$ cat src/rtl/dac_sched_pkg.sv
// Shared types and constants for the DAC update scheduler.
// Holds the FSM state encoding, mid-scale code and the write-and-update command word builder.
package dac_sched_pkg;

  typedef enum logic [1:0] {
    ST_IDLE      = 2'd0,
    ST_TRIG      = 2'd1,
    ST_WAIT_BUSY = 2'd2,
    ST_WAIT_DONE = 2'd3
  } state_t;

  localparam logic [15:0] DAC_MIDSCALE  = 16'h8000;
  localparam logic [3:0]  DAC_CMD_WRUPD = 4'h3;

  function automatic logic [31:0] dac_cmd_word(input logic [15:0] code);
    return {8'h00, DAC_CMD_WRUPD, 4'h0, code};
  endfunction

endpackage

$ cat src/rtl/dac_sched_timer.sv
// Refresh interval and busy-timeout counters for the scheduler; outputs are combinational from registered counts.
// Refresh counter exists only with DAC_REFRESH_EN defined; otherwise o_refresh_due is tied low.
module dac_sched_timer #(
  parameter int REFRESH_CYCLES = 49152,
  parameter int BUSY_TIMEOUT   = 16
) (
  input  logic clkin,
  input  logic reset,
  input  logic i_launch,
  input  logic i_to_start,
  input  logic i_to_run,
  output logic o_refresh_due,
  output logic o_timeout
);

  localparam int TW = $clog2(BUSY_TIMEOUT + 1);
  localparam logic [TW-1:0] TO_LAST = TW'(BUSY_TIMEOUT - 1);

  // Count holds cycles elapsed since the trigger cycle while waiting for busy.
  logic [TW-1:0] r_to_cnt;

  always_ff @(posedge clkin or negedge reset) begin
    if (!reset) begin
      r_to_cnt <= '0;
    end else if (i_to_start) begin
      r_to_cnt <= TW'(1);
    end else if (i_to_run && (r_to_cnt < TO_LAST)) begin
      r_to_cnt <= r_to_cnt + TW'(1);
    end
  end

  assign o_timeout = i_to_run && (r_to_cnt >= TO_LAST);

`ifdef DAC_REFRESH_EN
  localparam int RW = $clog2(REFRESH_CYCLES + 1);
  localparam logic [RW-1:0] RF_LAST = RW'(REFRESH_CYCLES - 1);

  logic [RW-1:0] r_rf_cnt;

  // Saturates so a refresh that lands while the driver is busy stays requested.
  always_ff @(posedge clkin or negedge reset) begin
    if (!reset) begin
      r_rf_cnt <= '0;
    end else if (i_launch) begin
      r_rf_cnt <= '0;
    end else if (r_rf_cnt < RF_LAST) begin
      r_rf_cnt <= r_rf_cnt + RW'(1);
    end
  end

  assign o_refresh_due = (r_rf_cnt >= RF_LAST);
`else
  logic w_unused_launch;
  assign w_unused_launch = i_launch;
  assign o_refresh_due   = 1'b0;
`endif

endmodule

$ cat src/rtl/dac_update_sched.sv
// Shadows 4 DAC setpoints and launches one-cycle dac_trig frames 1 cycle after a launch decision; launches wait for dac_busy=0.
// Optional periodic refresh is enabled with DAC_REFRESH_EN.
module dac_update_sched
  import dac_sched_pkg::*;
#(
  parameter int REFRESH_CYCLES = 49152,
  parameter int BUSY_TIMEOUT   = 16
) (
  input  logic        clkin,
  input  logic        reset,
  input  logic        wr_en,
  input  logic [1:0]  wr_chan,
  input  logic [15:0] wr_data,
  input  logic        safe,
  input  logic        err_clr,
  input  logic [3:0]  dac_addr,
  input  logic        dac_busy,
  output logic        dac_trig,
  output logic [31:0] dac_word,
  output logic        pending,
  output logic [15:0] frame_cnt,
  output logic        err
);

  state_t           r_state;
  logic [3:0][15:0] r_shadow;
  logic [3:0][15:0] r_framebuf;
  logic [3:0]       r_dirty;
  logic             r_safe_d;
  logic             r_trig;
  logic             r_err;
  logic [15:0]      r_frame_cnt;

  logic             w_safe_edge;
  logic             w_launch;
  logic             w_refresh_due;
  logic             w_timeout;
  logic             w_to_fire;
  logic [3:0]       w_wr_mask;

  assign w_safe_edge = safe ^ r_safe_d;
  assign w_wr_mask   = wr_en ? (4'b0001 << wr_chan) : 4'b0000;
  assign w_launch    = (r_state == ST_IDLE) && !dac_busy &&
                       ((|r_dirty) || w_refresh_due || w_safe_edge);
  assign w_to_fire   = w_timeout && !dac_busy;

  dac_sched_timer #(
    .REFRESH_CYCLES(REFRESH_CYCLES),
    .BUSY_TIMEOUT  (BUSY_TIMEOUT)
  ) u_timer (
    .clkin        (clkin),
    .reset        (reset),
    .i_launch     (w_launch),
    .i_to_start   (r_state == ST_TRIG),
    .i_to_run     (r_state == ST_WAIT_BUSY),
    .o_refresh_due(w_refresh_due),
    .o_timeout    (w_timeout)
  );

  // A write in the launch cycle keeps its dirty bit so the new value goes out next frame.
  always_ff @(posedge clkin or negedge reset) begin
    if (!reset) begin
      r_shadow   <= {4{DAC_MIDSCALE}};
      r_framebuf <= {4{DAC_MIDSCALE}};
      r_dirty    <= 4'b1111;
      r_safe_d   <= 1'b0;
    end else begin
      r_safe_d <= safe;
      if (wr_en) begin
        r_shadow[wr_chan] <= wr_data;
      end
      if (w_launch) begin
        r_framebuf <= safe ? {4{DAC_MIDSCALE}} : r_shadow;
        r_dirty    <= w_wr_mask;
      end else if (w_safe_edge) begin
        r_dirty <= 4'b1111;
      end else begin
        r_dirty <= r_dirty | w_wr_mask;
      end
    end
  end

  always_ff @(posedge clkin or negedge reset) begin
    if (!reset) begin
      r_state     <= ST_IDLE;
      r_trig      <= 1'b0;
      r_err       <= 1'b0;
      r_frame_cnt <= 16'h0000;
    end else begin
      r_trig <= 1'b0;
      if (w_to_fire) begin
        r_err <= 1'b1;
      end else if (err_clr) begin
        r_err <= 1'b0;
      end
      case (r_state)
        ST_IDLE: begin
          if (w_launch) begin
            r_state <= ST_TRIG;
            r_trig  <= 1'b1;
          end
        end
        ST_TRIG: begin
          r_state <= ST_WAIT_BUSY;
        end
        ST_WAIT_BUSY: begin
          if (dac_busy) begin
            r_state <= ST_WAIT_DONE;
          end else if (w_to_fire) begin
            r_state <= ST_IDLE;
          end
        end
        ST_WAIT_DONE: begin
          if (!dac_busy) begin
            r_frame_cnt <= r_frame_cnt + 16'd1;
            r_state     <= ST_IDLE;
          end
        end
        default: begin
          r_state <= ST_IDLE;
        end
      endcase
    end
  end

  assign dac_trig  = r_trig;
  assign err       = r_err;
  assign frame_cnt = r_frame_cnt;
  assign pending   = |r_dirty;
  assign dac_word  = (dac_addr < 4'd4) ? dac_cmd_word(r_framebuf[dac_addr[1:0]]) : 32'h0;

endmodule

$ cat config.mk
export PLATFORM = sky130hd
export DESIGN_NAME = dac_update_sched
export DESIGN_NICKNAME = d
export VERILOG_FILES = /design/src/rtl/dac_sched_pkg.sv /design/src/rtl/dac_sched_timer.sv /design/src/rtl/dac_update_sched.sv
export SDC_FILE = /design/constraint.sdc
export NUM_CORES = 1
export LEC_CHECK = 0
export CORE_MARGIN = 2
export CORE_UTILIZATION = 50
export CTS_CLUSTER_SIZE = 28
export DETAILED_ROUTE_END_ITERATION = 10
export DONT_BUFFER_PORTS = 1
export GPL_TIMING_DRIVEN = 1
export PLACE_DENSITY = 0.61
export SETUP_SLACK_MARGIN = 0.1
export SLEW_MARGIN = 20
export SYNTH_ARGS = -nofsm -noshare
export SYNTH_HDL_FRONTEND = slang
export SYNTH_HIERARCHICAL = 1
export SYNTH_SLANG_ARGS = --single-unit
export TNS_END_PERCENT = 50
$ cat constraint.sdc
create_clock -name clkin -period 4.95 [get_ports clkin]
set_clock_uncertainty 0.15 [all_clocks]
set_input_delay 0.495 -clock clkin [delete_from_list [all_inputs] [get_ports clkin]]
set_output_delay 0.495 -clock clkin [all_outputs]
set_load 0.02 [all_outputs]
==> flow_summary_export.csv <==
group,metric,value,unit
setup_path,worstSetupStartpointType,"flip-flop",
finish,fin_nets,607,
floorplan,row_count,43,
routing,avgRoutedWirePerCell,16.6,um
placement,gp_congestion,0.711,
worst_hold_path,hold_class,"input port to flip-flop",
timing,fin_setup_tns,0,ns
timing,fmax,415,MHz
setup_path,rr_endpoint,"r_framebuf[5]",
clock_network,cts_buffers,17,
pwr,swShare,0.276,
placement,io_buffers,0,
global_routing,grt_first_pass_wirelength,20900,um
clock_network,clk_latency,0.41,ns
setup_path,r2r_cells,4,
routing,firstDrtPassIters,4,
routing,avgViaCountPerCell,5.25,
clock_network,h-tree-depth,4,
timing,rsz0062_at_grt,"no",
finish,fill_cells,1170,
global_routing,grt_pass1_vias,4123,
setup_path,path_class,"flip-flop to flip-flop",
pwr,switchingPower,1.11,mW
setup_path,crit_fanout,130,
global_routing,gr-total-overflow,0,
pwr,power.clock.fraction,0.325,
routing,drc_errors,0,
floorplan,die_h,122,um
worst_hold_path,hold_path_startpoint,"err_clr",
setup_path,crit_arrival,2.51,ns
timing,tightest_slew,0.810,ns
timing,setup_viol_count_final,0,
timing,finalMaxSlewViolations,0,
setup_path,cp.required,5.05,ns
job,drv_cap,0,
floorplan,io_pins,79,
setup_path,cp-startpoint,"r_dirty[1]",
clock_network,cts_max_path_buffers,2,
clock_network,cts_tree,"done",
worst_hold_path,hold_end,"err",
finish,antennaDiodeCount,0,
timing,maxSlewHeadroom,0.460,
routing,drt_iter0_drc,158,
placement,dp_hpwl,7600,um
status,status,"finished, final reports clean",
routing,drt-total-wl,12700,um
finish,register_area,0.00397,mm^2
pwr,power_frac_seq,0.488,
synthesis,yosysWarnings,6,
pwr,vdd_ir_drop_max,267,uV
synthesis,synth.avg_cell_area,12.0,um^2
floorplan,core_area,0.0138,mm^2
timing,finalCriticalPeriod,2.41,ns
floorplan,initial_utilization,0.509,
pwr,p_per_area,524,mW/mm^2
pwr,finalPower,4.03,mW
timing,timing.final.crit_share,0.487,
clock_network,cts_setup_buffers,0,
clock_network,clock-root-buffer,"clkbuf_16",
global_routing,antenna_found_initial,0,
routing,ant_nets,0,
setup_path,r2r-start,"r_dirty[1]",
finish,stdcell_count,769,
clock_network,cts.clk_slew.worst_paths,0.06,ns
pwr,internal_power,2.92,mW
synthesis,synth_area,0.00701,mm^2
floorplan,chipWidth,122,um
pwr,combPwrFrac,0.187,
clock_network,cts.sinks,158,
finish,drive_gt1_frac,0.234,
finish,multi_input_area,0.00278,mm^2
floorplan,dieArea,0.0150,mm^2
routing,num_vias,4034,
pwr,cellLeakagePower,3.37,nW
timing,finalHoldViolations,0,
placement,dp.cells,734,
setup_path,reg2reg_slack,2.54,ns
synthesis,synthCells,582,
setup_path,cp-end-kind,"flip-flop",
global_routing,grt_usage,0.185,
global_routing,grt_max_degree,159,
finish,area_growth,9.76,%
worst_hold_path,hold_path_depth,1,
[power groups by stage]
stage | clock [mW] | sequential (mW) | combinational, mW
after floorplan | 0 | 1.92 | 0.684
after global placement | 0 | 1.96 | 0.697
after detailed placement | 0 | 1.99 | 0.735
after CTS | 1.34 | 1.97 | 0.770
after global routing | 1.40 | 2.02 | 0.874
final | 1.31 | 1.97 | 0.752
[state kept, by name (all words and copies together) (netlist names)]
name / count
r_framebuf: 64
err: 1
r_shadow: 64
r_state: 2
r_dirty: 4
u_timer/r_to_cnt: 5
dac_trig: 1
frame_cnt: 16
r_safe_d: 1
[metrics by stage]
stage / worst slack (ns) / util / cell area (um^2) / hold slack [ns]
final: 2.54 / 0.559 / 7690 / 0.0298
after CTS: 2.27 / 0.558 / 7680 / 0.0129
after detailed placement: 2.32 / 0.510 / 7030 / 0.0556
after floorplan: 2.54 / - / 7060 / 0.0494
after global placement: 2.40 / 0.510 / 7030 / 0.0551
after global routing: 2.36 / 0.559 / 7690 / 0.00652
[worst max-delay path: stages (launching register included)]
cell and delay [ns]:
dfstp_2 0.37, or4_4 0.60, o31ai_4 0.25, buf_6 0.57, o21ai_0 0.24
[how the worst max path moves through the flow]
stage,end,slack (ns),depth (start not counted)
final,r_framebuf[5],2.54,4
after global routing,r_framebuf[4],2.36,4
after CTS,r_framebuf[5],2.27,4
after detailed placement,r_framebuf[4],2.32,4
after global placement,r_framebuf[21],2.40,4
after floorplan,dac_word[10],2.54,4
[cells in the final DEF (no fill, tap or decap), types with 3 or more instances in the layout]
cell and instances:
nand2_1 70, xnor2_1 11, mux2_2 65, clkinv_2 3
dfrtp_1 146, and2_1 16, and3_1 4, inv_1 5
o21ai_0 57, o21ai_1 11, nand3_1 6, a21oi_1 3
clkbuf_16 17, nor2_1 14, conb_1 15, buf_4 4
nand2b_1 61, dfstp_2 12, mux4_2 16, ha_1 3
xor2_1 5, clkbuf_8 7, nand3b_1 4, clkbuf_1 3
nor3_1 3
[per-layer routing]
| layer | global-route usage | share of wire | vias up |
|---|---|---|---|
| met5 | 0 | 0 | - |
| met1 | 0.233 | 0.44 | 2013 |
| met4 | 0.0690 | 0.012 | 0 |
| li1 | - | - | 1940 |
| met2 | 0.307 | 0.50 | 67 |
| met3 | 0.0516 | 0.042 | 14 |
[final cells by class]
| cell class | instances | area share |
|---|---|---|
| sequential | 158 | 0.516 |
| timing repair buffer | 8 | 0.0115 |
| clock buffer | 27 | 0.0693 |
| multi-input combinational | 386 | 0.362 |
| tap | 180 | 0.0293 |
| clock inverter | 5 | 0.00976 |
| inverter | 5 | 0.00244 |
[timing repair]
item / CTS / global route
hold buffers: 3 / 0
resized for setup: 0 / 0
setup endpoints to repair: 0 / 0
endpoints found under the hold margin: 159 / 0
Power figures use the tool's default switching activity.
